<file path="config.mk">
export PLATFORM = sky130hd
export DESIGN_NAME = seg7_scan_driver
export DESIGN_NICKNAME = d
export VERILOG_FILES = /design/src/rtl/seg7_pkg.sv /design/src/rtl/seg7_digit_rom.sv /design/src/rtl/seg7_scan_driver.sv
export SDC_FILE = /design/constraint.sdc
export NUM_CORES = 1
export LEC_CHECK = 0
export CORE_UTILIZATION = 63
export CTS_BUF_LIST = sky130_fd_sc_hd__clkbuf_4
export CTS_CLUSTER_DIAMETER = 40
export DETAILED_ROUTE_END_ITERATION = 8
export PLACE_DENSITY_LB_ADDON = 0.15
export SLEW_MARGIN = 20
export SYNTH_ARGS = -nofsm -noshare
export SYNTH_HDL_FRONTEND = slang
export SYNTH_SLANG_ARGS = --single-unit
</file>
<file path="constraint.sdc">
create_clock -name clk -period 7.6 [get_ports clk]
set_clock_uncertainty 0.1 [all_clocks]
set_input_delay 0.76 -clock clk [delete_from_list [all_inputs] [get_ports clk]]
set_output_delay 0.76 -clock clk [all_outputs]
set_load 0.05 [all_outputs]
</file>
<file path="src/rtl/seg7_pkg.sv">
// Shared types and constants for the two-digit 7-segment scan driver.
// Segment vectors are active-high, bit order {a,b,c,d,e,f,g}.
package seg7_pkg;

    typedef enum logic [1:0] {
        BLANK_UNI = 2'd0,
        SHOW_UNI  = 2'd1,
        BLANK_DEC = 2'd2,
        SHOW_DEC  = 2'd3
    } scan_state_t;

    typedef logic [6:0] seg_t;

    localparam seg_t SEG_OFF = 7'b0000000;
    localparam seg_t SEG_0   = 7'b1111110;
    localparam seg_t SEG_1   = 7'b0110000;
    localparam seg_t SEG_2   = 7'b1101101;
    localparam seg_t SEG_3   = 7'b1111001;
    localparam seg_t SEG_4   = 7'b0110011;
    localparam seg_t SEG_5   = 7'b1011011;
    localparam seg_t SEG_6   = 7'b1011111;
    localparam seg_t SEG_7   = 7'b1110000;
    localparam seg_t SEG_8   = 7'b1111111;
    localparam seg_t SEG_9   = 7'b1111011;

endpackage

</file>
<file path="src/rtl/seg7_digit_rom.sv">
// Combinational decimal digit to segment pattern lookup.
// Codes 10..15 never occur in normal use and map to all segments off.
module seg7_digit_rom
    import seg7_pkg::*;
(
    input  logic [3:0] digit,
    output seg_t       pattern
);

    // Plain lookup table; unused codes fall through to a dark digit.
    always_comb begin
        pattern = SEG_OFF;
        case (digit)
            4'd0:    pattern = SEG_0;
            4'd1:    pattern = SEG_1;
            4'd2:    pattern = SEG_2;
            4'd3:    pattern = SEG_3;
            4'd4:    pattern = SEG_4;
            4'd5:    pattern = SEG_5;
            4'd6:    pattern = SEG_6;
            4'd7:    pattern = SEG_7;
            4'd8:    pattern = SEG_8;
            4'd9:    pattern = SEG_9;
            default: pattern = SEG_OFF;
        endcase
    end

endmodule

</file>
<file path="src/rtl/seg7_scan_driver.sv">
// Two-digit multiplexed 7-segment driver for a 0..15 binary value.
// Scan order: blank, units, blank, tens; the shown value only changes at
// the end of the tens slot so a frame never mixes two samples.
// Optional macro SEG7_LEADING_ZERO_BLANK_EN: keep the tens digit dark
// when the value is below ten (timing and frame_done are unaffected).
module seg7_scan_driver
    import seg7_pkg::*;
#(
    parameter int   REFRESH_DIV    = 50000,
    parameter int   BLANK_CYCLES   = 1000,
    parameter logic SEG_ACTIVE_LOW = 1'b0,
    parameter logic EN_ACTIVE_LOW  = 1'b0
) (
    input  logic       clk,
    input  logic       rst_n,
    input  logic [3:0] bin_in,
    input  logic       load,
    output logic [6:0] seg,
    output logic       pin_uni,
    output logic       pin_dec,
    output logic       frame_done
);

    localparam int MAX_LEN = (REFRESH_DIV > BLANK_CYCLES) ? REFRESH_DIV : BLANK_CYCLES;
    localparam int CNT_W   = (MAX_LEN > 1) ? $clog2(MAX_LEN) : 1;
    localparam logic [CNT_W-1:0] SHOW_LAST  = CNT_W'(REFRESH_DIV - 1);
    localparam logic [CNT_W-1:0] BLANK_LAST = CNT_W'(BLANK_CYCLES - 1);

    scan_state_t      state, state_nxt;
    logic [CNT_W-1:0] cnt, cnt_nxt;
    logic [3:0]       pending, shown, shown_nxt;
    logic             last_cycle, boundary;
    logic             tens_nxt, dec_phase, dec_blank, seg_load;
    logic [3:0]       units_nxt, rom_digit;
    seg_t             rom_seg, seg_q;
    logic             uni_q, dec_q;

    // Slot timing, next state and the frame-boundary value update.
    always_comb begin
        state_nxt  = state;
        cnt_nxt    = cnt + 1'b1;
        last_cycle = (state == BLANK_UNI || state == BLANK_DEC) ? (cnt == BLANK_LAST)
                                                                : (cnt == SHOW_LAST);
        if (last_cycle) begin
            cnt_nxt = '0;
            case (state)
                BLANK_UNI: state_nxt = SHOW_UNI;
                SHOW_UNI:  state_nxt = BLANK_DEC;
                BLANK_DEC: state_nxt = SHOW_DEC;
                default:   state_nxt = BLANK_UNI;
            endcase
        end
        boundary  = (state == SHOW_DEC) && last_cycle;
        shown_nxt = shown;
        if (boundary) begin
            shown_nxt = load ? bin_in : pending;
        end
    end

    // Select the digit for the slot being entered and decide when seg may move.
    always_comb begin
        tens_nxt  = (shown_nxt >= 4'd10);
        units_nxt = shown_nxt - (tens_nxt ? 4'd10 : 4'd0);
        dec_phase = (state_nxt == BLANK_DEC) || (state_nxt == SHOW_DEC);
        rom_digit = dec_phase ? {3'b000, tens_nxt} : units_nxt;
`ifdef SEG7_LEADING_ZERO_BLANK_EN
        dec_blank = dec_phase && !tens_nxt;
`else
        dec_blank = 1'b0;
`endif
        seg_load  = (state_nxt == BLANK_UNI) || (state_nxt == BLANK_DEC) ||
                    (state == BLANK_UNI) || (state == BLANK_DEC);
    end

    seg7_digit_rom u_rom (
        .digit   (rom_digit),
        .pattern (rom_seg)
    );

    // Scan state and slot counter.
    always_ff @(posedge clk) begin
        if (!rst_n) begin
            state <= BLANK_UNI;
            cnt   <= '0;
        end else begin
            state <= state_nxt;
            cnt   <= cnt_nxt;
        end
    end

    // Value capture and registered panel outputs, aligned with the state register.
    always_ff @(posedge clk) begin
        if (!rst_n) begin
            pending <= 4'd0;
            shown   <= 4'd0;
            seg_q   <= SEG_OFF;
            uni_q   <= 1'b0;
            dec_q   <= 1'b0;
        end else begin
            shown <= shown_nxt;
            if (load) begin
                pending <= bin_in;
            end
            if (seg_load) begin
                seg_q <= dec_blank ? SEG_OFF : rom_seg;
            end
            uni_q <= (state_nxt == SHOW_UNI);
            dec_q <= (state_nxt == SHOW_DEC) && !dec_blank;
        end
    end

    assign seg        = seg_q ^ {7{SEG_ACTIVE_LOW}};
    assign pin_uni    = uni_q ^ EN_ACTIVE_LOW;
    assign pin_dec    = dec_q ^ EN_ACTIVE_LOW;
    assign frame_done = boundary && rst_n;

endmodule

</file>
==> results.sh, run 1 <==
export IMPL_outcome="finished clean"
export IMPL_final_util=0.747
export IMPL_grt_pass1_vias=1459
export IMPL_grt_use_total=0.261
export IMPL_netlist_area_um2=1840
export IMPL_yosysSeqAreaShare=0.381
export IMPL_drive_above_1_share=0.120
export IMPL_drtIter0Drc=72
export IMPL_root_buffer="clkbuf_4"
export IMPL_ioPinCount=17
export IMPL_grtUsageMet2=0.454
export IMPL_nets=234
export IMPL_vias=1433
export IMPL_synth_cells=199
export IMPL_worst_ir_drop_vdd_v=0.000164
export IMPL_grt_pass1_wl_mm=6.33
export IMPL_arrival_ns=3.25
export IMPL_antenna_cells=0
export IMPL_leakagePower_nw=0.786
export IMPL_cts_buffer_depth=2
export IMPL_coreArea_um2=2760
export IMPL_cts_repair_resized=0
export IMPL_io_buffers=16
export IMPL_synth_seq_cells=35
export IMPL_cts_max_level=2
export IMPL_drc_errors=0
export IMPL_end_kind="primary output"
export IMPL_firstDrtPassIters=4
export IMPL_cp_start_kind="register"
export IMPL_die_area_um2=3140
export IMPL_antenna_found_initial=0
export IMPL_dieWidth_um=56.0
export IMPL_worst_setup_path_type="reg2out"
export IMPL_synth_edf_count=0
export IMPL_insertion_delay_ns=0.34
export IMPL_path_cells="inv_1, ha_1, nor2_1, or4_4, a2111oi_4, and2_2, clkdlybuf4s50_1"
export IMPL_fmax_mhz=244
export IMPL_setup_tns_ns=0
export IMPL_fp_dieH_um=56.0
export IMPL_synth_warnings=0
export IMPL_cts_sinks=35
export IMPL_worstPathRequired_ns=6.74
export IMPL_final_hold_viol_count=0
export IMPL_setup_viol_count_final=0
export IMPL_synthFlopType="dfxtp_1"
export IMPL_wl_per_cell_um=14.4
export IMPL_critical_path_max_stage_delay_ns=0.81
export IMPL_maxCapViolCount=0
export IMPL_gp_congestion=0.824
export IMPL_worst_pin_slew_ns=0.680
export IMPL_rsz0062_at_grt="no"
export IMPL_grt_overflow=0
export IMPL_critPathMaxFanout=9
export IMPL_vias_per_cell=5.80
export IMPL_postCtsHoldBufs=0
export IMPL_hpwlAfterDp_mm=2.56
export IMPL_fp_row_count=19
export IMPL_avgSynthCellArea_um2=9.23
export IMPL_start_util=0.666
export IMPL_grtUsageMet1=0.291
export IMPL_layout_min_cycle_time_ns=4.11
export IMPL_cts_buffers=5
export IMPL_post_cts_buffers=0
export IMPL_grt_max_degree=22
export IMPL_drt_total_wl_mm=3.55
export IMPL_path_clk_slew_ns=0.10
export IMPL_busiest_layer="met2"
export IMPL_detail_route_antenna_nets=0
export IMPL_cts_tree="built"
export IMPL_power_density_nw_per_um2=155
export IMPL_syn_nets=218
export IMPL_slew_viol_final=0
export IMPL_cp_slowest_cell="clkdlybuf4s50_1"
export IMPL_max_slew_margin_rel=0.534
export IMPL_met3_usage=0.0721
export IMPL_area_growth_synth_to_final_pct=12.1
export IMPL_ys_types=43
export IMPL_period_share=0.540
export IMPL_min_path_type="reg2reg"
export IMPL_async_reset_ff_frac=0
[critical path, delay by kind of cell (launching register included)]
| kind | cells | cell delay (ns) |
|---|---|---|
| and+or+nand+nor | 3 | 0.83 |
| buffers and inverters | 2 | 0.91 |
| DFF | 1 | 0.36 |
| AOI/OAI and AO/OA | 1 | 0.66 |
| adders and majority gates | 1 | 0.15 |
[cells in the mapped netlist (all sizes together) (2+ instances only)]
library cell	instances	area share
dfxtp	35	0.38
nor2	25	0.051
ha	12	0.082
nand2	12	0.025
nand3	9	0.025
inv	8	0.016
xor2	8	0.038
and2	7	0.025
o21ai	7	0.021
xnor2	7	0.033
clkbuf	6	0.012
mux2i	6	0.033
and3	5	0.017
mux2	5	0.031
o221a	5	0.031
nand4	4	0.014
nor2b	4	0.014
or2	4	0.014
a21boi	3	0.014
nand2b	3	0.010
nor3b	3	0.012
a221oi	2	0.0095
nand3b	2	0.0082
nor3	2	0.0054
o21a	2	0.0082
[layout by cell type, fill, tap and decap left out, types with 6 or more instances in the layout]
cell type | netlist | routed
inv_1 | 8 | 8
xnor2_1 | 7 | 7
clkdlybuf4s50_1 | 0 | 16
xor2_1 | 8 | 8
nand3_1 | 9 | 9
ha_1 | 12 | 12
mux2i_1 | 6 | 6
nand2_1 | 12 | 12
clkbuf_4 | 0 | 7
nor2_1 | 25 | 25
o21ai_0 | 6 | 6
and2_1 | 6 | 6
dfxtp_1 | 35 | 35
[cells by family (layout without fill, tap and decap cells)]
group,count (synthesis),after routing,synth area share
buffers and inverters,15,32,0.0347
xor gates and xnor gates,15,15,0.0715
adders and majority gates,12,12,0.0817
muxes,11,11,0.0634
AOI/OAI and AO/OA,27,27,0.131
DFF,35,35,0.381
and+or+nand+nor,84,84,0.236
[stage by stage]
stage	area, um2	instances	power [mW]	hold WS, ns	worst slack (ns)
2_1_floorplan	1840	199	0.211	0.326	4.01
3_3_place_gp	2000	239	0.219	0.340	3.84
3_5_place_dp	2000	239	0.220	0.355	3.64
4_1_cts	2060	247	0.322	0.379	3.46
5_1_grt	2060	247	0.332	0.418	3.34
6_report	2060	247	0.320	0.376	3.49
[flip-flops by register name (all words and copies together) (netlist names)]
name and count:
cnt 16, pending 4, shown 4, pin_dec 1
state 2, pin_uni 1, seg 7
[power by group]
| part | leakage, nW | switching, mW | internal [mW] |
|---|---|---|---|
| registers | 0.286 | 0.00279 | 0.188 |
| logic | 0.464 | 0.0138 | 0.0114 |
| clock network | 0.0361 | 0.0610 | 0.0432 |
| total | 0.786 | 0.0777 | 0.242 |
[per-layer routing]
metal	wire length [um]	up-vias
li1	-	721
met1	1550	677
met2	1800	27
met3	121	8
met4	77	0
met5	0	-
[layout make-up]
type | count | area [um2]
clock buffers | 7 | 52.6
clock inverters | 1 | 5.00
fillers | 214 | 698
inverters | 8 | 30.0
multi-input cells | 149 | 1070
flip-flops and latches | 35 | 701
well taps | 31 | 38.8
repair buffers | 16 | 160
[worst paths after layout]
check	startpoint	endpoint	slack, ns	cells past startpoint
max	state[0]$_SDFF_PN0_	frame_done	3.49	7
min	cnt[0]$_SDFF_PP0_	cnt[0]$_SDFF_PP0_	0.38	1
max reg2reg	state[0]$_SDFF_PN0_	seg[2]$_SDFFE_PN0P_	3.61	13
min reg2reg	cnt[0]$_SDFF_PP0_	cnt[0]$_SDFF_PP0_	0.38	1
(Power assumes the default switching activity.)
==> run 2, diff against run 1 <==
--- a/config.mk
+++ b/config.mk
@@ -5,7 +5,7 @@
 export SDC_FILE = /design/constraint.sdc
 export NUM_CORES = 1
 export LEC_CHECK = 0
-export CORE_UTILIZATION = 63
+export CORE_UTILIZATION = 53
 export CTS_BUF_LIST = sky130_fd_sc_hd__clkbuf_4
 export CTS_CLUSTER_DIAMETER = 40
 export DETAILED_ROUTE_END_ITERATION = 8
==> constraint.sdc (replaced) <==
create_clock -name clk -period 3.29 [get_ports clk]
set_clock_uncertainty 0.1 [all_clocks]
set_input_delay 0.329 -clock clk [delete_from_list [all_inputs] [get_ports clk]]
set_output_delay 0.329 -clock clk [all_outputs]
set_load 0.05 [all_outputs]
==> results.sh, run 2 (synthesis gave the netlist of run 1 again) <==
export IMPL_hpwlAfterDp_mm=2.90
export IMPL_antenna_cells=0
export IMPL_final_cell_mix="33 x dfxtp_1, 24 x nor2_1, 20 x buf_4"
export IMPL_firstDrtPassIters=7
export IMPL_dp_cells=269
export IMPL_area_growth_synth_to_final_pct=28.6
export IMPL_power_switching_mw=0.191
export IMPL_worstHoldEndpoint="cnt[0]$_SDFF_PP0_"
export IMPL_largest_register_ffs=16
export IMPL_worstHoldStart="cnt[0]$_SDFF_PP0_"
export IMPL_wl_per_cell_um=14.0
export IMPL_drc_errors=0
export IMPL_final_instance_count_excl_fill=282
export IMPL_gp_congestion=0.750
export IMPL_cts_sinks=35
export IMPL_fp_row_count=21
export IMPL_start_util=0.550
export IMPL_ioPinCount=17
export IMPL_fmax_mhz=306
export IMPL_placed_cell_area_um2=2190
export IMPL_cp_common_cell="ha_4"
export IMPL_slew_viol_final=0
export IMPL_cts_tree="built"
export IMPL_coreArea_um2=3340
export IMPL_worst_ir_drop_vdd_v=0.000213
export IMPL_dieWidth_um=60.9
export IMPL_drt_total_wl_mm=3.95
export IMPL_final_common_cell="dfxtp_1"
export IMPL_pwr_share_comb=0.082
export IMPL_cts_max_level=2
export IMPL_path_clk_slew_ns=0.11
export IMPL_rr_worst_depth=14
export IMPL_grt_pass1_wl_mm=6.46
export IMPL_insertion_delay_ns=0.34
export IMPL_outcome="finished clean"
export IMPL_drtIter0Drc=84
export IMPL_grt_use_total=0.246
export IMPL_timing_rr_start="state[1]$_SDFF_PN0_"
export IMPL_nets=254
export IMPL_grt_pass1_vias=1425
export IMPL_leakagePower_nw=0.912
export IMPL_swShare=0.258
export IMPL_setup_viol_count_final=0
export IMPL_io_buffers=16
export IMPL_critical_path_max_stage_delay_ns=0.43
export IMPL_drive_above_1_share=0.292
export IMPL_antenna_found_initial=0
export IMPL_die_area_um2=3710
export IMPL_min_path_type="reg2reg"
export IMPL_period_share=0.992
export IMPL_postCtsHoldBufs=0
export IMPL_power_density_nw_per_um2=314
export IMPL_sequentialPowerShare=0.592
export IMPL_internal_power_mw=0.550
export IMPL_worst_pin_slew_ns=0.703
export IMPL_path_cells="inv_2, ha_4, nor2_2, or4_4, a2111oi_4, buf_6, o21ai_2, ha_4, ha_4, or2_2, a21boi_2, or2_4, mux2i_1, o311a_1"
export IMPL_max_slew_margin_rel=0.530
export IMPL_cp_start_kind="register"
export IMPL_layout_min_cycle_time_ns=3.26
export IMPL_p_clk_frac=0.326
export IMPL_maxCapViolCount=0
export IMPL_reg2reg_to="seg[2]$_SDFFE_PN0P_"
export IMPL_vias=1526
export IMPL_rsz0062_at_grt="yes"
export IMPL_critPathMaxFanout=7
export IMPL_arrival_ns=3.40
export IMPL_cts_buffers=5
export IMPL_cts_buffer_depth=2
export IMPL_grt_overflow=0
export IMPL_root_buffer="clkbuf_4"
export IMPL_holdWs_ns=0.382
export IMPL_detail_route_antenna_nets=0
export IMPL_end_kind="register"
export IMPL_min_path_cells=1
export IMPL_top_register="cnt"
export IMPL_final_hold_viol_count=0
export IMPL_fp_dieH_um=60.9
export IMPL_worstPathRequired_ns=3.43
export IMPL_r2r_slack_ns=0.03
export IMPL_grt_max_degree=22
export IMPL_worst_setup_path_type="reg2reg"
export IMPL_cp_slowest_cell="or4_4"
export IMPL_fin_area_um2=2360
export IMPL_vias_per_cell=5.41
run 2: worst max-delay path by stage:
stage                                    from                  end  slack (ns)  cells past startpoint
final                     state[1]$_SDFF_PN0_  seg[2]$_SDFFE_PN0P_        0.03                     14
after floorplan           state[0]$_SDFF_PN0_  seg[2]$_SDFFE_PN0P_       -0.09                     14
after detailed placement  state[1]$_SDFF_PN0_  seg[6]$_SDFFE_PN0P_       -0.12                     14
after global placement    state[1]$_SDFF_PN0_  seg[6]$_SDFFE_PN0P_        0.03                     14
after global routing      state[1]$_SDFF_PN0_  seg[3]$_SDFFE_PN0P_        -0.1                     14
after CTS                 state[1]$_SDFF_PN0_  seg[3]$_SDFFE_PN0P_        0.02                     14
run 2: repair_timing:
action / in CTS / in global routing
resized for setup: 9 / 9
setup endpoints to repair: 7 / 7
pin swaps: 0 / 7
setup buffers: 1 / 4
run 2: cell type report:
type	count	area, um2
Sequential cell	35	706
Inverter	8	30.0
Clock buffer	6	45.0
Multi-Input combinational cell	149	1200
Clock inverter	2	12.5
Fill cell	269	975
Tap cell	46	57.6
Timing Repair Buffer	36	312
run 2: metrics by stage:
stage               total power [mW]  utilization  worst slack, ns  setup TNS [ns]
floorplan                      0.486            -          -0.0885          -0.348
CTS                            0.747        0.689           0.0221               0
detailed placement             0.509        0.657           -0.120          -0.661
global route                   0.782        0.708          -0.0961          -0.318
finish                         0.741        0.708           0.0260               0
global placement               0.506        0.657           0.0271               0
run 2: power groups by stage:
stage	Sequential [mW]	Combinational (mW)	Clock, mW
floorplan	0.462	0.0246	0
global placement	0.449	0.0576	0
detailed placement	0.449	0.0597	0
CTS	0.440	0.0607	0.246
global route	0.440	0.0649	0.277
finish	0.439	0.0609	0.241
run 2: worst max-delay path, delay by kind of cell (launching register included):
| kind | cells | cell delay (ns) |
|---|---|---|
| flip-flops | 1 | 0.38 |
| adder cells (fa/ha/maj) | 3 | 0.45 |
| buffers and inverters | 2 | 0.26 |
| AO/OA/AOI/OAI | 4 | 0.91 |
| AND/OR/NAND/NOR | 4 | 0.96 |
| multiplexers | 1 | 0.09 |
run 2: metal layers:
metal	track usage	part of all wire	wire length, um	vias up
met5	0	0	0	-
met1	0.310	0.45	1780	710
met4	0.110	0.020	80	0
li1	-	-	-	766
met3	0.0853	0.052	204	8
met2	0.381	0.48	1890	42
==> run 3, diff against run 2 <==
--- a/config.mk
+++ b/config.mk
@@ -9,6 +9,7 @@
 export CTS_BUF_LIST = sky130_fd_sc_hd__clkbuf_4
 export CTS_CLUSTER_DIAMETER = 40
 export DETAILED_ROUTE_END_ITERATION = 8
+export GPL_TIMING_DRIVEN = 0
 export PLACE_DENSITY_LB_ADDON = 0.15
 export SLEW_MARGIN = 20
 export SYNTH_ARGS = -nofsm -noshare
==> results.sh, run 3 (synthesis gave the netlist of run 1 again) <==
export IMPL_coreArea_um2=3340
export IMPL_critPathMaxFanout=7
export IMPL_grt_pass1_vias=1391
export IMPL_postCtsHoldBufs=0
export IMPL_area_growth_synth_to_final_pct=34.6
export IMPL_min_path_type="reg2reg"
export IMPL_placed_cell_area_um2=2120
export IMPL_layout_min_cycle_time_ns=3.36
export IMPL_detail_route_antenna_nets=0
export IMPL_worstSetupStartpoint="cnt[14]$_SDFF_PP0_"
export IMPL_grt_max_degree=12
export IMPL_setup_tns_ns=-0.227
export IMPL_cts_buffer_depth=2
export IMPL_crit_buf_inv=2
export IMPL_grt_use_total=0.228
export IMPL_r2r_slack_ns=-0.07
export IMPL_drc_errors=0
export IMPL_drive_above_1_share=0.283
export IMPL_critical_path_max_stage_delay_ns=0.52
export IMPL_cts_buffers=5
export IMPL_critical_path_cell_count=13
export IMPL_grt_pass1_wl_mm=6.09
export IMPL_rr_worst_depth=13
export IMPL_antenna_cells=0
export IMPL_top_register="cnt"
export IMPL_drt_total_wl_mm=4.17
export IMPL_slew_viol_final=0
export IMPL_setup_slack_ns=-0.0691
export IMPL_wl_per_cell_um=14.6
export IMPL_path_delay_family="simple AND/OR/NAND/NOR gates"
export IMPL_setup_viol_count_final=5
export IMPL_power_density_nw_per_um2=361
export IMPL_worst_setup_path_type="reg2reg"
export IMPL_vias_per_cell=5.49
export IMPL_path_cells="nand3b_1, or4_4, a2111oi_4, buf_6, mux2i_4, ha_2, ha_4, or2_4, a21boi_4, or2_1, buf_6, mux2i_1, o311a_1"
export IMPL_max_slew_margin_rel=0.668
export IMPL_timing_rr_start="cnt[14]$_SDFF_PP0_"
export IMPL_cp_common_cell="buf_6"
export IMPL_cp_start_kind="register"
export IMPL_fin_area_um2=2470
export IMPL_worst_ir_drop_vdd_v=0.000250
export IMPL_antenna_found_initial=0
export IMPL_leakagePower_nw=0.949
export IMPL_rsz0062_at_grt="yes"
export IMPL_dieWidth_um=60.9
export IMPL_worst_pin_slew_ns=0.496
export IMPL_fp_row_count=21
export IMPL_end_kind="register"
export IMPL_worstPathRequired_ns=3.43
export IMPL_final_cell_mix="31 x dfxtp_1, 24 x nor2_1, 15 x clkdlybuf4s50_1, 15 x buf_4, 12 x nand2_1"
export IMPL_reg2reg_to="seg[2]$_SDFFE_PN0P_"
export IMPL_cts_max_level=2
export IMPL_final_common_cell="dfxtp_1"
export IMPL_maxCapViolCount=0
export IMPL_worstHoldStart="cnt[0]$_SDFF_PP0_"
export IMPL_cp_slowest_cell="or4_4"
export IMPL_fmax_mhz=298
export IMPL_largest_register_ffs=16
export IMPL_die_area_um2=3710
export IMPL_fillers=252
export IMPL_period_share=1.02
export IMPL_firstDrtPassIters=5
export IMPL_insertion_delay_ns=0.35
export IMPL_final_util=0.741
export IMPL_ioPinCount=17
export IMPL_root_buffer="clkbuf_4"
export IMPL_final_hold_viol_count=0
export IMPL_gp_congestion=0.770
export IMPL_arrival_ns=3.50
export IMPL_drtIter0Drc=74
export IMPL_place_ws_ns=-0.394
export IMPL_critical_path_endpoint="seg[2]$_SDFFE_PN0P_"
export IMPL_cts_sinks=35
export IMPL_outcome="complete, but fails checks"
export IMPL_fp_dieH_um=60.9
export IMPL_nets=258
export IMPL_path_clk_slew_ns=0.11
export IMPL_hpwlAfterDp_mm=2.68
export IMPL_holdWs_ns=0.373
export IMPL_vias=1570
export IMPL_io_buffers=16
export IMPL_violations="negative setup slack"
export IMPL_cts_tree="built"
export IMPL_grt_overflow=0
export IMPL_start_util=0.550
-- run 3: per-stage QoR --
stage,total power [mW],std cells
6_report,0.893,286
3_5_place_dp,0.509,261
3_3_place_gp,0.507,261
4_1_cts,0.899,280
2_1_floorplan,0.486,199
5_1_grt,0.923,286
-- run 3: worst reg2reg max path: cells and delay by family (launching register included) --
family | cells | cell delay (ns)
adders and majority gates | 2 | 0.35
and+or+nand+nor | 4 | 1.05
buffers and inverters | 2 | 0.33
DFF | 1 | 0.37
muxes | 2 | 0.36
AOI/OAI and AO/OA | 3 | 0.67
-- run 3: worst min-delay path by stage --
stage / cells past startpoint / slack (ns) / to
floorplan: 1 / 0.33 / cnt[0]$_SDFF_PP0_
global placement: 1 / 0.34 / cnt[0]$_SDFF_PP0_
detailed placement: 1 / 0.35 / cnt[0]$_SDFF_PP0_
CTS: 1 / 0.37 / cnt[0]$_SDFF_PP0_
global route: 1 / 0.42 / cnt[0]$_SDFF_PP0_
finish: 1 / 0.37 / cnt[0]$_SDFF_PP0_
-- run 3: cell type report --
cell class	count	area, um2	share of cell area
buffer	7	35.0	0.0142
inverter	8	35.0	0.0142
sequential	35	711	0.287
multi-input combinational	149	1230	0.499
timing repair buffer	33	294	0.119
clock inverter	2	60.1	0.0243
clock buffer	6	45.0	0.0182
tap	46	57.6	0.0233
-- run 3: repair_timing --
action	CTS	global route
pin swaps	14	10
setup endpoints to repair	8	7
setup buffers	11	6
resized for setup	14	17
-- run 3: layer usage --
layer  vias to the layer above  share of wire  track usage
met1                       744           0.44        0.278
met3                        12          0.041       0.0597
met4                         0          0.031        0.110
met2                        40           0.49        0.372
met5                         -              0            0
li1                        774              -            -
-- run 3: power breakdown --
group          total [mW]  internal, mW  leakage, nW  switching (mW)
sequential          0.438         0.432        0.288         0.00621
combinational      0.0611        0.0277        0.605          0.0334
clock               0.394         0.245       0.0559           0.149
